==> src/rtl/dbus_arbiter_if.sv <==
// Signal bundle between the two data-bus masters, the arbiter and the shared slave bus.
interface dbus_arbiter_if #(
    parameter int unsigned DBITS = 32
);
    logic             m0_req;
    logic             m0_lock;
    logic [DBITS-1:0] m0_addr;
    logic             m0_wren;
    logic [DBITS-1:0] m0_wdata;
    logic             m0_gnt;
    logic             m0_ack;
    logic [DBITS-1:0] m0_rdata;

    logic             m1_req;
    logic             m1_lock;
    logic [DBITS-1:0] m1_addr;
    logic             m1_wren;
    logic [DBITS-1:0] m1_wdata;
    logic             m1_gnt;
    logic             m1_ack;
    logic [DBITS-1:0] m1_rdata;

    logic [DBITS-1:0] abus;
    logic             wren;
    logic [DBITS-1:0] dbus_out;
    logic [DBITS-1:0] dbus_in;

    // Arbiter side
    modport slave (
        input  m0_req, m0_lock, m0_addr, m0_wren, m0_wdata,
        input  m1_req, m1_lock, m1_addr, m1_wren, m1_wdata,
        input  dbus_in,
        output m0_gnt, m0_ack, m0_rdata,
        output m1_gnt, m1_ack, m1_rdata,
        output abus, wren, dbus_out
    );

    // Masters plus bus environment side
    modport master (
        output m0_req, m0_lock, m0_addr, m0_wren, m0_wdata,
        output m1_req, m1_lock, m1_addr, m1_wren, m1_wdata,
        output dbus_in,
        input  m0_gnt, m0_ack, m0_rdata,
        input  m1_gnt, m1_ack, m1_rdata,
        input  abus, wren, dbus_out
    );
endinterface

==> src/rtl/dbus_arbiter.sv <==
// Two-master round-robin data-bus arbiter with beat-limit pre-emption and owner lock.
// Muxes the owner's address/write data onto the shared bus and returns read data.
module dbus_arbiter #(
    parameter int unsigned DBITS    = 32,
    parameter int unsigned HOLD_MAX = 8
) (
    input  logic          clk,
    input  logic          reset,
    dbus_arbiter_if.slave bus
);
    localparam int unsigned CW = $clog2(HOLD_MAX + 1);
    localparam logic [CW-1:0] CNT_MAX = CW'(HOLD_MAX);

    typedef enum logic [1:0] {
        IDLE = 2'd0,
        OWN0 = 2'd1,
        OWN1 = 2'd2
    } state_t;

    state_t           r_state;
    state_t           w_next;
    logic             r_last_owner;
    logic [CW-1:0]    r_beat_cnt;
    logic             r_m0_gnt;
    logic             r_m1_gnt;
    logic             r_m0_ack;
    logic             r_m1_ack;
    logic [DBITS-1:0] r_m0_rdata;
    logic [DBITS-1:0] r_m1_rdata;

    logic             w_beat0;
    logic             w_beat1;
    logic [CW-1:0]    w_cnt_inc;
    logic             w_hit_max;

    assign w_beat0   = r_m0_gnt & bus.m0_req;
    assign w_beat1   = r_m1_gnt & bus.m1_req;
    assign w_cnt_inc = (r_beat_cnt == CNT_MAX) ? CNT_MAX : r_beat_cnt + CW'(1);
    // True when the beat in flight brings the owner to its limit (or it is already saturated)
    assign w_hit_max = (w_cnt_inc == CNT_MAX);

    always_ff @(posedge clk or posedge reset) begin
        if (reset) r_state <= IDLE;
        else       r_state <= w_next;
    end

    always_comb begin
        w_next = r_state;
        case (r_state)
            IDLE: begin
                if (bus.m0_req && bus.m1_req) w_next = r_last_owner ? OWN0 : OWN1;
                else if (bus.m0_req)          w_next = OWN0;
                else if (bus.m1_req)          w_next = OWN1;
            end
            OWN0: begin
                if (!bus.m0_req)                                   w_next = bus.m1_req ? OWN1 : IDLE;
                else if (w_hit_max && bus.m1_req && !bus.m0_lock) w_next = OWN1;
            end
            OWN1: begin
                if (!bus.m1_req)                                   w_next = bus.m0_req ? OWN0 : IDLE;
                else if (w_hit_max && bus.m0_req && !bus.m1_lock) w_next = OWN0;
            end
            default: w_next = IDLE;
        endcase
    end

    // Grants, beat counter, round-robin history and beat completion
    always_ff @(posedge clk or posedge reset) begin
        if (reset) begin
            r_last_owner <= 1'b1;
            r_beat_cnt   <= '0;
            r_m0_gnt     <= 1'b0;
            r_m1_gnt     <= 1'b0;
            r_m0_ack     <= 1'b0;
            r_m1_ack     <= 1'b0;
            r_m0_rdata   <= '0;
            r_m1_rdata   <= '0;
        end else begin
            r_m0_gnt <= (w_next == OWN0);
            r_m1_gnt <= (w_next == OWN1);

            if (w_next != r_state)      r_beat_cnt <= '0;
            else if (w_beat0 | w_beat1) r_beat_cnt <= w_cnt_inc;

            if (w_next == OWN0)      r_last_owner <= 1'b0;
            else if (w_next == OWN1) r_last_owner <= 1'b1;

            r_m0_ack <= w_beat0;
            r_m1_ack <= w_beat1;
            if (w_beat0) r_m0_rdata <= bus.dbus_in;
            if (w_beat1) r_m1_rdata <= bus.dbus_in;
        end
    end

    // Owner drives the shared bus only during a beat
    always_comb begin
        bus.abus     = '0;
        bus.wren     = 1'b0;
        bus.dbus_out = '0;
        if (w_beat0) begin
            bus.abus     = bus.m0_addr;
            bus.wren     = bus.m0_wren;
            bus.dbus_out = bus.m0_wren ? bus.m0_wdata : '0;
        end else if (w_beat1) begin
            bus.abus     = bus.m1_addr;
            bus.wren     = bus.m1_wren;
            bus.dbus_out = bus.m1_wren ? bus.m1_wdata : '0;
        end
    end

    assign bus.m0_gnt   = r_m0_gnt;
    assign bus.m1_gnt   = r_m1_gnt;
    assign bus.m0_ack   = r_m0_ack;
    assign bus.m1_ack   = r_m1_ack;
    assign bus.m0_rdata = r_m0_rdata;
    assign bus.m1_rdata = r_m1_rdata;
endmodule

==> src/flat_wrapper.sv <==
// flat-port wrapper written by rule: the top's interface ports become plain ports
module dbus_arbiter_flat 
#(
    parameter int unsigned DBITS    = 32,
    parameter int unsigned HOLD_MAX = 8
)
  (clk, reset, bus_m0_req, bus_m0_lock, bus_m0_addr, bus_m0_wren, bus_m0_wdata, bus_m1_req, bus_m1_lock, bus_m1_addr, bus_m1_wren, bus_m1_wdata, bus_dbus_in, bus_m0_gnt, bus_m0_ack, bus_m0_rdata, bus_m1_gnt, bus_m1_ack, bus_m1_rdata, bus_abus, bus_wren, bus_dbus_out);
  dbus_arbiter_if #(.DBITS(DBITS)) bus_i ();
  input  logic clk;
  input  logic reset;
  input wire logic [$bits(bus_i.m0_req)-1:0] bus_m0_req;
  input wire logic [$bits(bus_i.m0_lock)-1:0] bus_m0_lock;
  input wire logic [$bits(bus_i.m0_addr)-1:0] bus_m0_addr;
  input wire logic [$bits(bus_i.m0_wren)-1:0] bus_m0_wren;
  input wire logic [$bits(bus_i.m0_wdata)-1:0] bus_m0_wdata;
  input wire logic [$bits(bus_i.m1_req)-1:0] bus_m1_req;
  input wire logic [$bits(bus_i.m1_lock)-1:0] bus_m1_lock;
  input wire logic [$bits(bus_i.m1_addr)-1:0] bus_m1_addr;
  input wire logic [$bits(bus_i.m1_wren)-1:0] bus_m1_wren;
  input wire logic [$bits(bus_i.m1_wdata)-1:0] bus_m1_wdata;
  input wire logic [$bits(bus_i.dbus_in)-1:0] bus_dbus_in;
  output wire logic [$bits(bus_i.m0_gnt)-1:0] bus_m0_gnt;
  output wire logic [$bits(bus_i.m0_ack)-1:0] bus_m0_ack;
  output wire logic [$bits(bus_i.m0_rdata)-1:0] bus_m0_rdata;
  output wire logic [$bits(bus_i.m1_gnt)-1:0] bus_m1_gnt;
  output wire logic [$bits(bus_i.m1_ack)-1:0] bus_m1_ack;
  output wire logic [$bits(bus_i.m1_rdata)-1:0] bus_m1_rdata;
  output wire logic [$bits(bus_i.abus)-1:0] bus_abus;
  output wire logic [$bits(bus_i.wren)-1:0] bus_wren;
  output wire logic [$bits(bus_i.dbus_out)-1:0] bus_dbus_out;
  assign bus_i.m0_req = bus_m0_req;
  assign bus_i.m0_lock = bus_m0_lock;
  assign bus_i.m0_addr = bus_m0_addr;
  assign bus_i.m0_wren = bus_m0_wren;
  assign bus_i.m0_wdata = bus_m0_wdata;
  assign bus_i.m1_req = bus_m1_req;
  assign bus_i.m1_lock = bus_m1_lock;
  assign bus_i.m1_addr = bus_m1_addr;
  assign bus_i.m1_wren = bus_m1_wren;
  assign bus_i.m1_wdata = bus_m1_wdata;
  assign bus_i.dbus_in = bus_dbus_in;
  assign bus_m0_gnt = bus_i.m0_gnt;
  assign bus_m0_ack = bus_i.m0_ack;
  assign bus_m0_rdata = bus_i.m0_rdata;
  assign bus_m1_gnt = bus_i.m1_gnt;
  assign bus_m1_ack = bus_i.m1_ack;
  assign bus_m1_rdata = bus_i.m1_rdata;
  assign bus_abus = bus_i.abus;
  assign bus_wren = bus_i.wren;
  assign bus_dbus_out = bus_i.dbus_out;
  dbus_arbiter #(.DBITS(DBITS), .HOLD_MAX(HOLD_MAX)) u_core (.clk(clk), .reset(reset), .bus(bus_i));
endmodule
==> config.mk <==
export PLATFORM = sky130hd
export DESIGN_NAME = dbus_arbiter_flat
export DESIGN_NICKNAME = d
export VERILOG_FILES = /design/src/rtl/dbus_arbiter_if.sv /design/src/rtl/dbus_arbiter.sv /design/src/flat_wrapper.sv
export SDC_FILE = /design/constraint.sdc
export NUM_CORES = 1
export LEC_CHECK = 0
export ABC_AREA = 0
export CAP_MARGIN = 25
export CORE_AREA = 2 2 115 117
export CTS_CLUSTER_DIAMETER = 100
export CTS_CLUSTER_SIZE = 14
export DETAILED_ROUTE_END_ITERATION = 10
export DIE_AREA = 0 0 117 119
export PLACE_DENSITY = 0.8
export SKIP_CTS_REPAIR_TIMING = 1
export SLEW_MARGIN = 20
export SYNTH_ARGS = -nofsm -noshare
export SYNTH_HDL_FRONTEND = slang
export SYNTH_SLANG_ARGS = --single-unit
==> constraint.sdc <==
create_clock -name clk -period 5.77 [get_ports clk]
set_input_delay 1.4425 -clock clk [delete_from_list [all_inputs] [get_ports clk]]
set_output_delay 1.4425 -clock clk [all_outputs]
set_load 0.01 [all_outputs]
==> reports/qor.csv <==
metric,value,unit
outcome,finished clean,
vias,3902,
crit_path_max_fanout,33,
syn2layout_area_growth,95.5,%
synth_edf_count,0,
io_buffers,300,
synth_area,0.00367,mm2
synth_nets,520,
finalSetupTns,0,ps
synth_adder_area_share,1.36,%
vias_per_cell,4.72,
crit_path_start_kind,primary input,
detail-route-antenna-nets,0,
finalMaxSlewViolations,0,
synth_xor_area_share,0.716,%
worstSetupPathType,primary input to primary output,
cts_sinks,75,
avgSynthCellArea,10.5,um2
skew,2.90,ps
synth_top_family_by_area,compound AO/OA/AOI/OAI gates,
cts_tree,done,
fmaxAchievable,201,MHz
tightestPinTransition,706,ps
core,0.0129,mm2
hold_path.class,register to register,
synth_flop_cell,dfrtp_1,
cts_root_buf,clkbuf_16,
initial_utilization,28.5,%
synthDistinctLibCells,40,
io_pins,301,
htreeDepth,3,
grt_pass1_vias,3996,
final_util,55.7,%
synth_seq_area_share,51.2,%
drt_iter0_drc,154,
die_w,117,um
end_kind,primary output,
ys_ff_latch,75,
place_congestion,0.770,
cap_viol_max_count,0,
drive_gt1_share,10.5,%
synthSimpleGateAreaFrac,13.0,%
wirelength,14500,um
dieArea,0.0139,mm2
p_leak,3.07,nW
clockBufferDepth,2,
setup_viol,0,
grt_antenna_before_repair,1,
grtUsageTotal,20.0,%
grt_max_degree,42,
required,4330,ps
max-vdd-ir-drop,0.238,mV
numCtsBuffers,9,
p_per_area,338,mW/mm2
dr.pass1.iters,4,
fin_crit,4970,ps
synth-async-reset-ratio,100,%
clkTransAtPathRegs,60,ps
chipHeight,119,um
rows,42,
synth_compound_area_share,19.9,%
period_share,86.2,%
layoutNonFillerInstCount,827,
synth_top_cell_by_area,dfrtp_1,
hpwlAfterDp,11400,um
relSlewSlack,52.9,%
synthCells,348,
synth.area.top_cells,"dfrtp_1 (50%), a22o_1 (15%), nand2_1 (10%)",
r2r_slack,3180,ps
grt_first_pass_wirelength,21400,um
grt_overflow,0,
synth_mux_area_share,10.6,%
yosysWarnings,0,
wire_per_inst,17.5,um
clk_latency,330,ps
post-place-cells,810,
synth.top_cell.area_share,50.5,%
nNetsFinal,817,
hold_violations,0,
drc,0,
rsz0062_at_grt,no,
worstPathArrival,3530,ps
-- placed cells by master, fill, tap and decap left out, types with 2 or more instances in the layout --
| cell type | instances |
|---|---|
| a21oi_1 | 7 |
| a22o_1 | 64 |
| and3_1 | 2 |
| buf_4 | 9 |
| clkbuf_16 | 9 |
| clkdlybuf4s50_1 | 300 |
| clkinv_2 | 3 |
| dfrtp_1 | 74 |
| ha_1 | 4 |
| inv_1 | 3 |
| inv_2 | 3 |
| mux2_2 | 32 |
| mux2i_1 | 3 |
| nand2_1 | 101 |
| nand2_2 | 2 |
| nand2b_1 | 4 |
| xor2_1 | 2 |
-- area by class of cell --
cell class | instances | area, um2
clock buffer | 10 | 239
inverter | 6 | 22.5
fill | 1131 | 5700
clock inverter | 6 | 62.6
tap | 176 | 220
multi-input combinational | 244 | 1680
sequential | 75 | 1880
timing repair buffer | 309 | 3070
antenna | 1 | 2.50
-- worst max-delay path: stages --
cell and delay (ps):
clkdlybuf4s50_1 580, nand2_1 220, and3_1 240, buf_4 230, or2_2 320, clkdlybuf4s50_1 490
-- Yosys cell counts (2+ instances only) --
library cell  number
a21oi_1            7
a22o_1            64
and3_1             2
buf_1              7
buf_2              5
clkbuf_1          10
dfrtp_1           74
ha_1               4
inv_1              5
mux2_2            32
mux2i_1            3
nand2_1          101
nand2_2            2
nand2b_1           4
nor2_1             2
xor2_1             2
-- worst paths after layout --
kind                                                           from                                   to  depth (start not counted)
worst max-delay path                                     bus_m0_req                             bus_wren                          6
worst min-delay path            u_core.bus.m0_rdata[16]$_DFFE_PP0P_  u_core.bus.m0_rdata[16]$_DFFE_PP0P_                          2
worst max register to register     u_core.r_beat_cnt[0]$_DFFE_PP0P_      u_core.r_last_owner$_DFFE_PP1P_                          7
worst min register to register  u_core.bus.m0_rdata[16]$_DFFE_PP0P_  u_core.bus.m0_rdata[16]$_DFFE_PP0P_                          2
max in group asynchronous                                     reset  u_core.bus.m0_rdata[19]$_DFFE_PP0P_                          3
min in group asynchronous                                     reset   u_core.bus.m1_rdata[8]$_DFFE_PP0P_                          2
-- cells by family after synthesis --
logic type / Yosys count
AND/OR/NAND/NOR: 118
multiplexers: 35
buffers and inverters: 29
adder cells (fa/ha/maj): 4
XOR/XNOR: 3
AO/OA/AOI/OAI: 84
flip-flops: 75
-- stage by stage --
| step | hold slack (ps) | total power (W) | instance area (um2) | setup WS [ps] |
|---|---|---|---|---|
| finish | 476 | 0.00242 | 7170 | 797 |
| global route | 491 | 0.00256 | 7170 | 742 |
| CTS | 478 | 0.00246 | 7170 | 790 |
| detailed placement | 463 | 0.00187 | 6870 | 811 |
| global placement | 457 | 0.00184 | 6870 | 832 |
| floorplan | 456 | 0.00120 | 3670 | 1920 |
-- sequential cells by signal, summed over array words and instances (netlist names) --
name and flops:
u_core.bus.m0_rdata 32, u_core.bus.m1_rdata 32, u_core.r_beat_cnt 4, u_core.r_state 2
u_core.bus.m0_ack 1, u_core.bus.m0_gnt 1, u_core.bus.m1_ack 1, u_core.bus.m1_gnt 1
u_core.r_last_owner 1
-- where the power goes --
part	internal (W)	switching, W	total [W]	leakage, nW
combinational	0.000627	0.000398	0.00103	1.99
clock	0.000347	0.000219	0.000565	0.153
sequential	0.000722	0.000112	0.000834	0.921
-- per-layer routing --
layer  vias to the layer above  track usage, %  wire [um]
li1                       1845               -          -
met1                      1848            22.2       5410
met2                       186            35.5       7400
met3                        23            5.50       1300
met4                         0            8.09        372
met5                         -               0          0
No activity file was read; power rests on OpenSTA's default activity.
==> RTL edit 1: new RTL, same settings <==
Re-encode `state_t` (3 states) as one-hot, 3 bits wide.
--- a/src/rtl/dbus_arbiter.sv
+++ b/src/rtl/dbus_arbiter.sv
@@ -13,6 +13,6 @@
 
-    typedef enum logic [1:0] {
-        IDLE = 2'd0,
-        OWN0 = 2'd1,
-        OWN1 = 2'd2
+    typedef enum logic [2:0] {
+        IDLE = 3'b001,
+        OWN0 = 3'b010,
+        OWN1 = 3'b100
     } state_t;
Formal check against the unedited RTL: same outputs for any inputs over 10 cycles, from zero or initial values and one cycle with reset high; not proved beyond that.
==> RTL edit 1 against the unedited design <==
  * Area after synthesis grew 2.0%
  * Sequential share of layout area shrank 0.053 points
  * Routed wire length grew 12%
  * Power grew 19%
  * Non-clock buffer count grew 2
  * Sequential cell count grew 1
  * Worst setup slack lost 0.35 ns
  * Final area grew 1.6%
  * Worst hold slack lost 0.0016 ns
  * Global-route usage grew 2.5 points
  * Largest power group unchanged
==> RTL edit 1: results <==
{
  "worst_hold_slack_ns": 0.474,
  "ys_types": 41,
  "r2r_start": "u_core.r_beat_cnt[0]",
  "final.period_utilization_pct": 92.3,
  "worstPathArrival_ns": 3.88,
  "antenna_found_initial": 6,
  "hold_start": "u_core.bus.m0_rdata[4]",
  "yosys-top-cells-area": "dfrtp_1 (49%), a22o_1 (15%), nand2_1 (9.8%)",
  "root_buffer": "clkbuf_16",
  "slowest_delay_ns": 0.70,
  "dpl.cell_count": 825,
  "clk_pin_slew_ns": 0.06,
  "r2r-end": "u_core.r_beat_cnt[0]",
  "post_drt_wl_per_cell_um": 19.2,
  "grt_pass1_vias": 4205,
  "via_per_inst": 4.84,
  "vdd_drop_max_uv": 229,
  "yosys-top-cells-count": "nand2_1 (98), dfrtp_1 (74), a22o_1 (64), mux2_2 (32), clkbuf_1 (16)",
  "status": "completed",
  "synth_cells": 364,
  "drt_iter0_markers": 160,
  "place_area_um2": 6940,
  "synth_fp_nets": 534,
  "synth_flop_cell": "dfrtp_1",
  "yosysSeqAreaShare_pct": 50.9,
  "crit_fanout": 32,
  "grt_usage_pct": 22.5,
  "fillCellCount": 1125,
  "startpoint": "bus_m0_req",
  "async_reset_ff_share_pct": 100,
  "final_cells": 847,
  "min_to": "u_core.bus.m0_rdata[4]",
  "p_leak_uw": 0.00309,
  "worst_pin_slew_ns": 0.651,
  "hpwl_um": 13100,
  "r2r_slack_ns": 3.51,
  "gp_congestion": 0.992,
  "grt_pass1_wl_um": 23500,
  "numCtsBuffers": 9,
  "crit_path_end": "bus_abus[30]",
  "grt_max_degree": 77,
  "drive_gt1_share_pct": 10.7,
  "fin_skew_ns": 0.00778
}
-- RTL edit 1: worst reg2reg max path, stage by stage, from the launching register on --
cell and delay (ns):
dfrtp_1 0.43, inv_1 0.07, ha_1 0.34, or2b_1 0.26, o32ai_2 0.26, nand3_1 0.24, a32oi_1 0.42, nor3_1 0.11
-- RTL edit 1: cell type report --
class / count / share of cell area [%]
Clock buffer: 10 / 3.14
Inverter: 7 / 0.378
Sequential cell: 76 / 26.1
Antenna cell: 5 / 0.172
Timing Repair Buffer: 311 / 42.5
Clock inverter: 6 / 1.18
Tap cell: 176 / 3.02
Multi-Input combinational cell: 256 / 23.5
-- RTL edit 1: logic make-up (layout without fill, tap and decap cells) --
logic type / count (synthesis) / count (layout) / share of synthesized area (%)
multiplexers: 34 / 34 / 10.2
AND/OR/NAND/NOR: 132 / 132 / 14.7
flip-flops: 76 / 76 / 50.9
other: 0 / 5 / 0
buffers and inverters: 32 / 334 / 3.54
AO/OA/AOI/OAI: 85 / 85 / 19.1
XOR/XNOR: 3 / 3 / 0.903
adder cells (fa/ha/maj): 2 / 2 / 0.668
-- RTL edit 1: through the flow --
stage	utilization (%)	worst slack (ns)
floorplan	-	1.86
global placement	53.9	0.605
detailed placement	53.9	0.494
CTS	56.3	0.489
global route	56.5	0.331
finish	56.6	0.444
-- RTL edit 1: per-layer routing --
layer	part of all wire [%]	wire length, µm	global-route usage [%]	up-vias
met5	0.15	24	0	-
met4	3.2	511	7.65	4
met3	12	1900	9.62	38
met1	38	6170	26.2	1944
li1	-	-	-	1903
met2	47	7620	37.0	210
-- RTL edit 1: report_power, final --
group | switching, µW | internal [µW] | leakage (µW) | total, µW
Clock | 219 | 379 | 0.000153 | 598
Sequential | 135 | 777 | 0.000938 | 912
Combinational | 570 | 812 | 0.00200 | 1380
==> RTL edit 2: new RTL, same settings <==
Without the edit above. `HOLD_MAX` is set to 8 in 2 places; all go to 16.
--- a/src/rtl/dbus_arbiter.sv
+++ b/src/rtl/dbus_arbiter.sv
@@ -4,3 +4,3 @@
     parameter int unsigned DBITS    = 32,
-    parameter int unsigned HOLD_MAX = 8
+    parameter int unsigned HOLD_MAX = 16
 ) (
--- a/src/flat_wrapper.sv
+++ b/src/flat_wrapper.sv
@@ -4,3 +4,3 @@
     parameter int unsigned DBITS    = 32,
-    parameter int unsigned HOLD_MAX = 8
+    parameter int unsigned HOLD_MAX = 16
 )
Formal check against the unedited RTL: not equivalent (Yosys sat finds a counterexample within 10 cycles, from zero or initial values and one cycle with reset high).
==> RTL edit 2 against the unedited design <==
  * Sequential share of layout area down 0.061 points
  * Sequential cell count increased by 1
  * Final area increased by 1.6%
  * Core utilization is 0.87 points higher
  * Via count is 3.8% higher
  * Clock skew increased by 0.0018 ns
  * Worst setup slack worse by 0.34 ns
  * Worst hold slack got worse by 0.0040 ns
  * Area after synthesis rose by 3.4%
  * First-iteration DRC count is 26% higher
  * Power up 18%
  * Maximum frequency decreased by 6.4%
  * Largest power group unchanged
  * Routed wire length is 1.9% higher
==> RTL edit 2: results <==
{
  "dr_wl_met2_um": 8040,
  "buffers_excl_clock": 311,
  "reg2regPathDepth": 9,
  "syn_area_per_cell_um2": 10.4,
  "grt_use_met3_pct": 4.12,
  "clkbuf_count": 12,
  "met1_length_um": 5450,
  "fin_skew_ns": 0.00473,
  "yosys-top-cells-area": "dfrtp_1 (49%), a22o_1 (15%), nand2_1 (10%)",
  "nonClkBufAreaFrac_pct": 42.4,
  "grt_pass1_vias": 4267,
  "max-slew-margin-rel_pct": 50.1,
  "grtUsageMet2_pct": 38.5,
  "drt_iter0_markers": 194,
  "synth_fp_nets": 537,
  "worst_hold_slack_ns": 0.472,
  "status": "completed",
  "r2r_slack_ns": 3.34,
  "ys_types": 41,
  "fin_ws_ns": 0.455,
  "grt_pass1_wl_um": 22500,
  "slowest_delay_ns": 0.55,
  "yosysSeqAreaShare_pct": 50.1,
  "final_cells": 842,
  "vias": 4051,
  "hold_start": "u_core.bus.m0_rdata[12]",
  "inverters": 7,
  "design_area_um2": 7280,
  "multi_input_area_share_pct": 24.0,
  "clock_area_share_pct": 4.05,
  "ff_latch_area_um2": 1900,
  "crit_fanout": 32,
  "grt_util_met1_pct": 23.8,
  "grt_usage_pct": 21.0,
  "drive_gt1_share_pct": 8.86
}
## RTL edit 2: changes by cell type after synthesis, moves of 5 or more
cell | unedited run | this run
mux2_1 | 0 | 10
nor2_1 | 2 | 9
a221oi_1 | 0 | 5
mux2_2 | 32 | 22
a21oi_1 | 7 | 2
## RTL edit 2: tightest hold or removal path: cells and delay by family (launching register included)
kind | cells | cell delay, ns
simple gates | 2 | 0.10
flops | 1 | 0.33
## RTL edit 2: cells by family after synthesis
logic type | after synthesis | share of synthesized area, %
buf+inv | 33 | 3.79
mux | 34 | 10.0
compound gates | 87 | 20.1
simple gates | 127 | 13.7
flops | 76 | 50.1
fa+ha+maj | 4 | 1.32
xor+xnor | 4 | 0.923
## RTL edit 2: report_power, final
part | leakage (µW) | total, µW | switching (µW) | internal [µW]
clock network | 0.000147 | 558 | 212 | 346
logic | 0.00200 | 1370 | 564 | 805
registers | 0.000937 | 930 | 149 | 782
total | 0.00309 | 2860 | 924 | 1930
